## config.mk

```make
export PLATFORM = sky130hd
export DESIGN_NAME = busca_instrucao
export DESIGN_NICKNAME = d
export VERILOG_FILES = /design/src/rtl/busca_instrucao.sv
export SDC_FILE = /design/constraint.sdc
export NUM_CORES = 1
export LEC_CHECK = 0
export BUFFER_PORTS_ARGS = -buffer_cell sky130_fd_sc_hd__buf_2
export CAP_MARGIN = 10
export CELL_PAD_IN_SITES_DETAIL_PLACEMENT = 0
export CELL_PAD_IN_SITES_GLOBAL_PLACEMENT = 2
export CORE_AREA = 4 4 107 119
export CTS_CLUSTER_DIAMETER = 120
export DETAILED_ROUTE_END_ITERATION = 10
export DIE_AREA = 0 0 111 123
export HOLD_SLACK_MARGIN = 0.15
export PLACE_DENSITY = 0.78
export SLEW_MARGIN = 0
export SYNTH_ARGS = -nofsm -noshare
export SYNTH_HDL_FRONTEND = slang
export SYNTH_SLANG_ARGS = --single-unit
```

## constraint.sdc

```tcl
create_clock -name clock -period 4.65 [get_ports clock]
set_clock_uncertainty 0.2 [all_clocks]
set_input_delay 0.93 -clock clock [delete_from_list [all_inputs] [get_ports clock]]
set_output_delay 0.93 -clock clock [all_outputs]
set_load 0.02 [all_outputs]
```

## src/rtl/busca_instrucao.sv

```systemverilog
// Instruction fetch stage: issues one req/ack read per PC value and buffers the
// returned words with their PCs in a small FIFO feeding decode.
module busca_instrucao #(
    parameter int ADDR_W     = 6,
    parameter int FIFO_DEPTH = 2
) (
    input  logic              clock,
    input  logic              reset,
    input  logic [ADDR_W-1:0] pc_addr,
    output logic              pc_avanca,
    input  logic              flush,
    output logic              imem_req,
    output logic [ADDR_W-1:0] imem_addr,
    input  logic              imem_ack,
    input  logic [31:0]       imem_rdata,
    output logic              inst_valid,
    input  logic              inst_ready,
    output logic [31:0]       inst,
    output logic [ADDR_W-1:0] inst_pc
);

    localparam int PTR_W = (FIFO_DEPTH > 1) ? $clog2(FIFO_DEPTH) : 1;
    localparam int CNT_W = $clog2(FIFO_DEPTH + 1);
    localparam logic [31:0] NOP = 32'h00000013;

    typedef enum logic [1:0] {OCIOSO, BUSCA, DESCARTE} estado_t;

    estado_t           state;
    estado_t           next_state;
    logic [ADDR_W-1:0] addr_reg;

    logic [31:0]       fifo_inst [FIFO_DEPTH];
    logic [ADDR_W-1:0] fifo_pc   [FIFO_DEPTH];
    logic [PTR_W-1:0]  head;
    logic [PTR_W-1:0]  tail;
    logic [CNT_W-1:0]  count;
    logic              has_room;
    logic              push;
    logic              pop;

    assign has_room = (count < CNT_W'(FIFO_DEPTH));

    // The request address is latched only on the OCIOSO->BUSCA transition so it
    // stays constant for the whole handshake, including any DESCARTE tail.
    always_ff @(posedge clock) begin
        if (reset) begin
            state    <= OCIOSO;
            addr_reg <= '0;
        end else begin
            state <= next_state;
            if (state == OCIOSO && next_state == BUSCA) begin
                addr_reg <= pc_addr;
            end
        end
    end

    always_comb begin
        next_state = state;
        case (state)
            OCIOSO: begin
                if (!flush && has_room) next_state = BUSCA;
            end
            BUSCA: begin
                if (imem_ack)   next_state = OCIOSO;
                else if (flush) next_state = DESCARTE;
            end
            DESCARTE: begin
                if (imem_ack) next_state = OCIOSO;
            end
            default: next_state = OCIOSO;
        endcase
    end

    always_comb begin
        imem_req  = (state != OCIOSO);
        imem_addr = addr_reg;
        pc_avanca = (state == BUSCA) && imem_req && imem_ack && !flush;
    end

    assign push = pc_avanca;
    assign pop  = inst_valid && inst_ready && !flush;

    // Flush wins over simultaneous push and pop.
    always_ff @(posedge clock) begin
        if (reset || flush) begin
            head  <= '0;
            tail  <= '0;
            count <= '0;
        end else begin
            if (push) tail <= tail + PTR_W'(1);
            if (pop)  head <= head + PTR_W'(1);
            case ({push, pop})
                2'b10:   count <= count + CNT_W'(1);
                2'b01:   count <= count - CNT_W'(1);
                default: count <= count;
            endcase
        end
    end

    always_ff @(posedge clock) begin
        if (push) begin
            fifo_inst[tail] <= imem_rdata;
            fifo_pc[tail]   <= imem_addr;
        end
    end

    always_comb begin
        inst_valid = (count != '0);
        inst       = inst_valid ? fifo_inst[head] : NOP;
        inst_pc    = inst_valid ? fifo_pc[head]   : '0;
    end

endmodule

```

### After elaboration in Yosys (flattened, before gate mapping)

Memory sizes are Yosys's and may differ from the RTL's. A register that Yosys moved wholly into a read port is not among the register bits.
Index checks and enable logic that the tools add are counted.

* mux-type cells: 14
* reductions and logical operators: 13
* equal/unequal tests: 5
* $lt $le $gt $ge: 1
* $add $sub $neg: 4

Operators by type and width (count)
* $mux 32: 1
* $mux 2: 4
* $logic_and 1x1->1: 7
* $eq 2x1->1 const B: 3
* $mux 1: 6
* $mux 6: 1
* $pmux 2 s3: 1
* $reduce_bool 2->1: 3
* $eq 2x2->1 const B: 2
* $pmux 2 s2: 1
* $add 1x1->1 const B: 2
* $add 2x1->2 const B: 1
* $logic_not 2->1: 1
* $lt 2x2->1 const B: 1
* $sub 2x1->2 const B: 1
* $logic_not 1->1: 1
* $logic_or 1x1->1: 1

* word-level logic and storage cells: 44
* memory bits (writable): 76
* input port bits: 43
* bits in registers: 12
* memories: 2
* output and inout port bits: 47

Memories
* fifo_inst: words 2, bits a word 32, read ports 1, clocked after Yosys merged registers in 1, write ports 1, line 32 `logic [31:0] fifo_inst [FIFO_DEPTH];`
* fifo_pc: words 2, bits a word 6, read ports 1, clocked after Yosys merged registers in 1, write ports 1, line 33 `logic [ADDR_W-1:0] fifo_pc [FIFO_DEPTH];`

### Longest topological paths before layout

Gate-level depths: netlist of run 1.

* depth after elaboration: 6
* gate-level depth with buffers: 7
* mapped depth without buffers: 6

### Worst setup path after synthesis of run 1

No wires, ideal clock.

* path kind: in2reg
* start: in flush
* end: mem fifo_inst[0][0], enable pin
* data required time: 4.017 ns
* arrival: 2.923 ns
* buffers on the path: 1
* path slack: 1.093 ns
* library setup time: 0.433 ns
* stages on the path: 4
* cell sequence: buf_2 nor2_1 nand3_1 nor2_1

* word-level cells in the longest chain between the ends: 4

RTL lines
* start: declaration: line 11 `input logic flush,`
* $logic_not 1->1: line 77 `pc_avanca = (state == BUSCA) && imem_req && imem_ack && !flush;`
* $logic_and 1x1->1: line 77
* $mux 1: line 101 `if (push) begin`
* $mux 1 (implied by the code): line 102 `fifo_inst[tail] <= imem_rdata;`
* end: declaration: line 32

Every way passes these cells.

==> results.py, run 1 <==
metrics = {
    "run_status": {
        "status": "finished, final reports clean",
    },
    "place": {
        "dp_cells": 444,
        "portBuffers": 89,
        "gp_congestion": 0.6596,
        "dpl.hpwl_mm": 4.063,
    },
    "yosys": {
        "syn_nets": 258,
        "yosysTopAreaCellShare_pct": 67.56,
        "syn_area_per_cell_um2": 15.79,
        "synth_area_um2": 3378,
        "synthDistinctLibCells": 21,
        "ys_ff_latch": 89,
        "ys_seq_area_share_pct": 75.26,
        "synthTopCellsByArea": "edfxtp_1, mux2i_1, dfxtp_1",
        "synth_cells": 214,
        "yosysTopAreaCell": "edfxtp_1",
        "yosys_warnings": 0,
    },
    "sta": {
        "holdWs_ns": 0.2807,
        "period_needed_ns": 3.188,
        "max-slew-margin-rel_pct": 19.79,
        "fmax_mhz": 313.7,
        "finalMaxSlewViolations": 0,
        "rsz0062_at_grt": "false",
        "timing.final.crit_share_pct": 68.56,
        "finalHoldViolCount": 0,
        "finalSetupTns_ns": 0,
        "finalSetupViolCount": 0,
        "tightest_slew_ns": 1.203,
    },
    "critical_path": {
        "cp-end-kind": "primary output",
        "crit_arrival_ns": 2.06,
        "critPathLaunchType": "flop",
        "worst-setup-path-type": "reg2out",
        "critPathMaxFanout": 38,
        "rr_startpoint": "state[1]",
        "cp.required_ns": 3.52,
    },
    "clock_tree": {
        "clkSinkCount": 89,
        "clk_path_buf_depth": 2,
        "cts_made_buffers": 9,
        "clk_pin_slew_ns": 0.06,
        "cts.repair.resized": 0,
        "root_buffer": "clkbuf_16",
        "htree_levels": 3,
        "ctsHoldBuffers": 0,
        "cts_tree": "done",
        "insertion_delay_ns": 0.33,
        "post_cts_buffers": 0,
    },
    "finish": {
        "drive_above_1_share_pct": 35.48,
        "fin_cells": 460,
        "nNetsFinal": 349,
        "fill_cells": 1096,
        "final_common_cell": "buf_2",
        "syn2layout_area_growth_pct": 27.67,
        "final_cell_mix": "buf_2, edfxtp_1, mux2i_1, nor2_1, dfxtp_1",
        "diodes": 0,
    },
    "routing": {
        "dr.first_iter.drc_count": 42,
        "ant_nets": 0,
        "num_vias": 1926,
        "drtPass1Iterations": 4,
        "drcViolationCount": 0,
        "viasPerCell": 4.187,
        "wl_mm": 6.216,
        "drt-wirelength-per-cell_um": 13.51,
    },
    "floorplanning": {
        "die_w_um": 111,
        "fp.dieH_um": 123,
        "core_um2": 11440,
        "initial_core_util_pct": 29.53,
        "io_pins": 90,
        "die_area_um2": 13650,
        "row_count": 41,
    },
    "grt": {
        "grt_pass1_wl_mm": 9.535,
        "grt_pass1_vias": 1970,
        "grt_antenna_before_repair": 0,
        "overflow": 0,
        "grt_use_total_pct": 9.120,
        "grt_max_degree": 39,
    },
    "power_and_ir_drop": {
        "power_density_nw_per_um2": 397.0,
        "vdd_drop_max_v": 0.0001736,
        "finalPower_w": 0.001712,
        "p_leak_nw": 1.602,
    },
    "min_path": {
        "hold_path_startpoint": "imem_addr[3]",
        "hold_class": "reg2reg",
    },
    "flow_run": {
        "cap_violations": 0,
    },
}
[cells by family after synthesis]
| logic type | Yosys count | share of synthesized area (%) |
|---|---|---|
| flops | 89 | 75.26 |
| simple gates | 60 | 7.704 |
| mux | 46 | 13.70 |
| buf+inv | 11 | 1.407 |
| xor+xnor | 4 | 1.037 |
| compound gates | 3 | 0.5186 |
| fa+ha+maj | 1 | 0.3703 |
[cells in the mapped netlist]
master,number
a211oi_1,1
and2_1,1
buf_2,5
clkbuf_1,4
dfxtp_1,13
edfxtp_1,76
ha_1,1
inv_1,2
mux2_2,2
mux2i_1,44
nand2_1,4
nand3_1,1
nor2_1,45
nor3_1,5
nor4_1,1
nor4_4,1
o21ai_0,2
or2_2,1
or3_1,1
xnor2_1,2
xor2_1,2
[flip-flops by register name, summed over array words and instances, names as in the netlist, named ones only]
register / count
count: 2
fifo_inst: 64
fifo_pc: 12
head: 1
imem_addr: 6
state: 2
tail: 1
[final cells by class]
cell class              count  area (um2)  share of cell area (%)
repair buffers             89       445.4                   10.33
multi-input cells         114       804.5                   18.65
clock inverters             2       60.06                   1.393
flip-flops and latches     89        2544                   58.98
well taps                 150       187.7                   4.352
inverters                   2       7.507                  0.1741
clock buffers              14       264.0                   6.121
[power by group]
group          internal [W]  switching [W]
clock              0.000500       0.000265
sequential         0.000877     0.00000661
combinational     0.0000273      0.0000357
total               0.00141       0.000307
[final timing paths]
kind | slack, ns | to | cells after the start
max reg2reg | 2.46 | fifo_inst[1][20] | 4
min reg2reg | 0.28 | fifo_pc[1][3] | 0
min | 0.28 | fifo_pc[1][3] | 0
max | 1.46 | inst[2] | 3
[stage by stage]
stage / area (um2) / util (%) / setup slack, ns
detailed placement: 3989 / 34.87 / 1.680
CTS: 4313 / 37.70 / 1.386
global placement: 3989 / 34.87 / 1.747
floorplan: 3378 / - / 1.093
finish: 4313 / 37.70 / 1.462
global route: 4313 / 37.70 / 1.316
[critical path: stages (launching register included)]
cell and delay [ns]:
dfxtp_2 1.13, mux2i_1 0.29, nor2_1 0.09, buf_2 0.21
[metal layers]
metal | track usage (%) | wire (um) | vias up
met5 | 0 | 0 | -
met1 | 10.06 | 2566 | 891
met2 | 15.29 | 3123 | 59
met4 | 4.619 | 116 | 0
met3 | 3.769 | 409 | 12
li1 | - | - | 964
Note: power is estimated with default switching activity, not from simulation.
==> run 2: changes to the inputs <==
- ABC_AREA: unset -> 1
- PLACE_DENSITY: 0.78 -> 0.82
- clock period: 4.65 -> 3 ns (I/O delays scaled with it)
==> run 2 against run 1 <==
Net effect:
- wire length is 20% higher
- worst hold slack lost 0.024 ns
- register-to-register slack worse by 1.4 ns
- critical path type unchanged
- largest cell class unchanged
- global-route usage grew 2.0 points
- sequential power is 55% higher
- final area grew 0.58%
- worst setup slack got worse by 0.98 ns
- critical endpoint is now inst_pc[2]
- via count increased by 20%
- core utilization grew 0.22 points
==> results.py, run 2 <==
metrics = {
    "finish": {
        "regMostFlops": "fifo_inst",
        "diodes": 0,
        "fill_cells": 1121,
        "seqCellArea_um2": 2544,
        "multi_input_area_um2": 754.5,
        "final_cell_mix": "nand2_1, buf_2, edfxtp_1, a21oi_1, dfxtp_1",
        "final_common_cell": "nand2_1",
        "nNetsFinal": 421,
        "largest_reg_flops": 64,
        "final_area_um2": 4338,
        "drive_above_1_share_pct": 31.94,
        "syn2layout_area_growth_pct": 27.51,
    },
    "yosys": {
        "synth.most_common_cell": "nand2_1",
        "yosys_warnings": 0,
        "ys_ff_latch": 89,
        "netlist_top_cells_count": "nand2_1, edfxtp_1, a21oi_1, dfxtp_1, nor2_1",
        "async_flop_share_pct": 0,
        "synth_cells": 281,
        "synthTopCellsByArea": "edfxtp_1, nand2_1, dfxtp_1",
        "syn_area_per_cell_um2": 12.11,
        "syn_nets": 325,
        "synth_area_um2": 3402,
        "synthDistinctLibCells": 20,
        "yosysTopAreaCellShare_pct": 67.08,
        "synthFlopType": "edfxtp_1",
        "ys_seq_area_share_pct": 74.73,
        "synth-edff-count": 76,
        "yosysTopAreaCell": "edfxtp_1",
    },
    "place": {
        "dp_slack_ns": 0.6849,
        "dpl.hpwl_mm": 5.294,
        "placed_area_um2": 4045,
        "gp_congestion": 0.7421,
        "portBuffers": 89,
    },
    "sta": {
        "rsz0062_at_grt": "false",
        "fmax_mhz": 397.7,
        "max-slew-margin-rel_pct": 68.47,
        "period_needed_ns": 2.515,
        "finalHoldViolCount": 0,
        "setup_slack_ns": 0.4853,
        "finalSetupViolCount": 0,
        "finalSetupTns_ns": 0,
        "finalMaxSlewViolations": 0,
        "timing.final.crit_share_pct": 83.82,
        "tightest_slew_ns": 0.4729,
    },
    "clock_tree": {
        "htree_levels": 3,
        "cts.repair.resized": 0,
        "root_buffer": "clkbuf_16",
        "clkSinkCount": 89,
        "clk_pin_slew_ns": 0.06,
        "post_cts_buffers": 0,
        "ctsHoldBuffers": 0,
        "clk_path_buf_depth": 2,
        "cts_tree": "done",
        "insertion_delay_ns": 0.33,
        "cts_made_buffers": 9,
    },
    "grt": {
        "grt_antenna_before_repair": 1,
        "grt_pass1_wl_mm": 11.70,
        "overflow": 0,
        "grt_use_total_pct": 11.08,
        "grt_pass1_vias": 2279,
        "grt_max_degree": 27,
    },
    "critical_path": {
        "cp.required_ns": 2.20,
        "worst-setup-path-type": "reg2out",
        "crit_arrival_ns": 1.71,
        "critPathLaunchType": "flop",
        "cp-end-kind": "primary output",
        "critPathMaxFanout": 26,
    },
    "floorplanning": {
        "core_um2": 11440,
        "fp.dieH_um": 123,
        "initial_core_util_pct": 29.74,
        "die_area_um2": 13650,
        "io_pins": 90,
        "row_count": 41,
        "die_w_um": 111,
    },
    "routing": {
        "ant_nets": 0,
        "dr.first_iter.drc_count": 127,
        "num_vias": 2317,
        "drtPass1Iterations": 4,
        "viasPerCell": 4.355,
        "drt-wirelength-per-cell_um": 13.98,
        "wl_mm": 7.440,
        "drcViolationCount": 0,
    },
    "run_status": {
        "status": "finished, final reports clean",
    },
    "power_and_ir_drop": {
        "finalPower_w": 0.002543,
        "p_leak_nw": 1.742,
        "power_density_nw_per_um2": 586.2,
        "vdd_drop_max_v": 0.0002428,
    },
    "flow_run": {
        "cap_violations": 0,
    },
    "min_path": {
        "hold_class": "in2reg",
    },
}
==> run 2: cell count changes after synthesis, sizes merged, moves of 9 or more <==
cell	change
nand2	+90
inv	+9
nand3	+9
nor2	-30
mux2i	-44
a21oi	+44
==> run 2: layer usage <==
layer / GRT usage, % / part of all wire (%)
met4: 4.927 / 2.0
met1: 13.07 / 43
met3: 4.014 / 6.5
met5: 0 / 0.094
met2: 18.32 / 48
==> run 2: cell type report <==
| cell class | instances | share of cell area (%) |
|---|---|---|
| Clock buffer | 12 | 6.172 |
| Clock inverter | 4 | 0.5769 |
| Inverter | 11 | 0.9518 |
| Multi-Input combinational cell | 169 | 17.39 |
| Sequential cell | 89 | 58.64 |
| Tap cell | 150 | 4.327 |
| Timing Repair Buffer | 97 | 11.94 |
==> run 2: power by group <==
| part | switching, W | internal [W] | leakage (nW) | total, W |
|---|---|---|---|---|
| combinational | 0.0000680 | 0.0000416 | 0.814 | 0.000110 |
| clock | 0.000431 | 0.000631 | 0.140 | 0.00106 |
| sequential | 0.0000105 | 0.00136 | 0.789 | 0.00137 |
| total | 0.000509 | 0.00203 | 1.74 | 0.00254 |
==> run 2: kinds of logic after synthesis <==
| family | after synthesis | share of synthesized area, % |
|---|---|---|
| buf+inv | 23 | 3.310 |
| fa+ha+maj | 1 | 0.3677 |
| flops | 89 | 74.73 |
| xor+xnor | 1 | 0.2575 |
| simple gates | 123 | 14.75 |
| compound gates | 44 | 6.583 |
==> run 2: through the flow <==
stage,utilization [%],hold WS (ns),instances
finish,37.92,0.2571,532
global route,37.92,0.2432,532
CTS,37.92,0.2499,532
detailed placement,35.36,0.2806,516
global placement,35.36,0.2766,516
floorplan,-,0.2562,281
==> run 2: final timing paths <==
path / start / endpoint / slack, ns / cells after the start
worst min-delay path: imem_rdata[13] / fifo_inst[1][13] / 0.26 / 1
worst max register to register: count[1] / count[1] / 1.03 / 10
worst max-delay path: flop / inst_pc[2] / 0.49 / 4
worst min register to register: imem_addr[0] / fifo_pc[1][0] / 0.29 / 0
==> run 2: worst max-delay path, stage by stage, from the launching register on <==
cell	delay, ns
dfxtp_2	0.62
buf_4	0.30
nand2_1	0.07
a21oi_1	0.18
buf_2	0.19
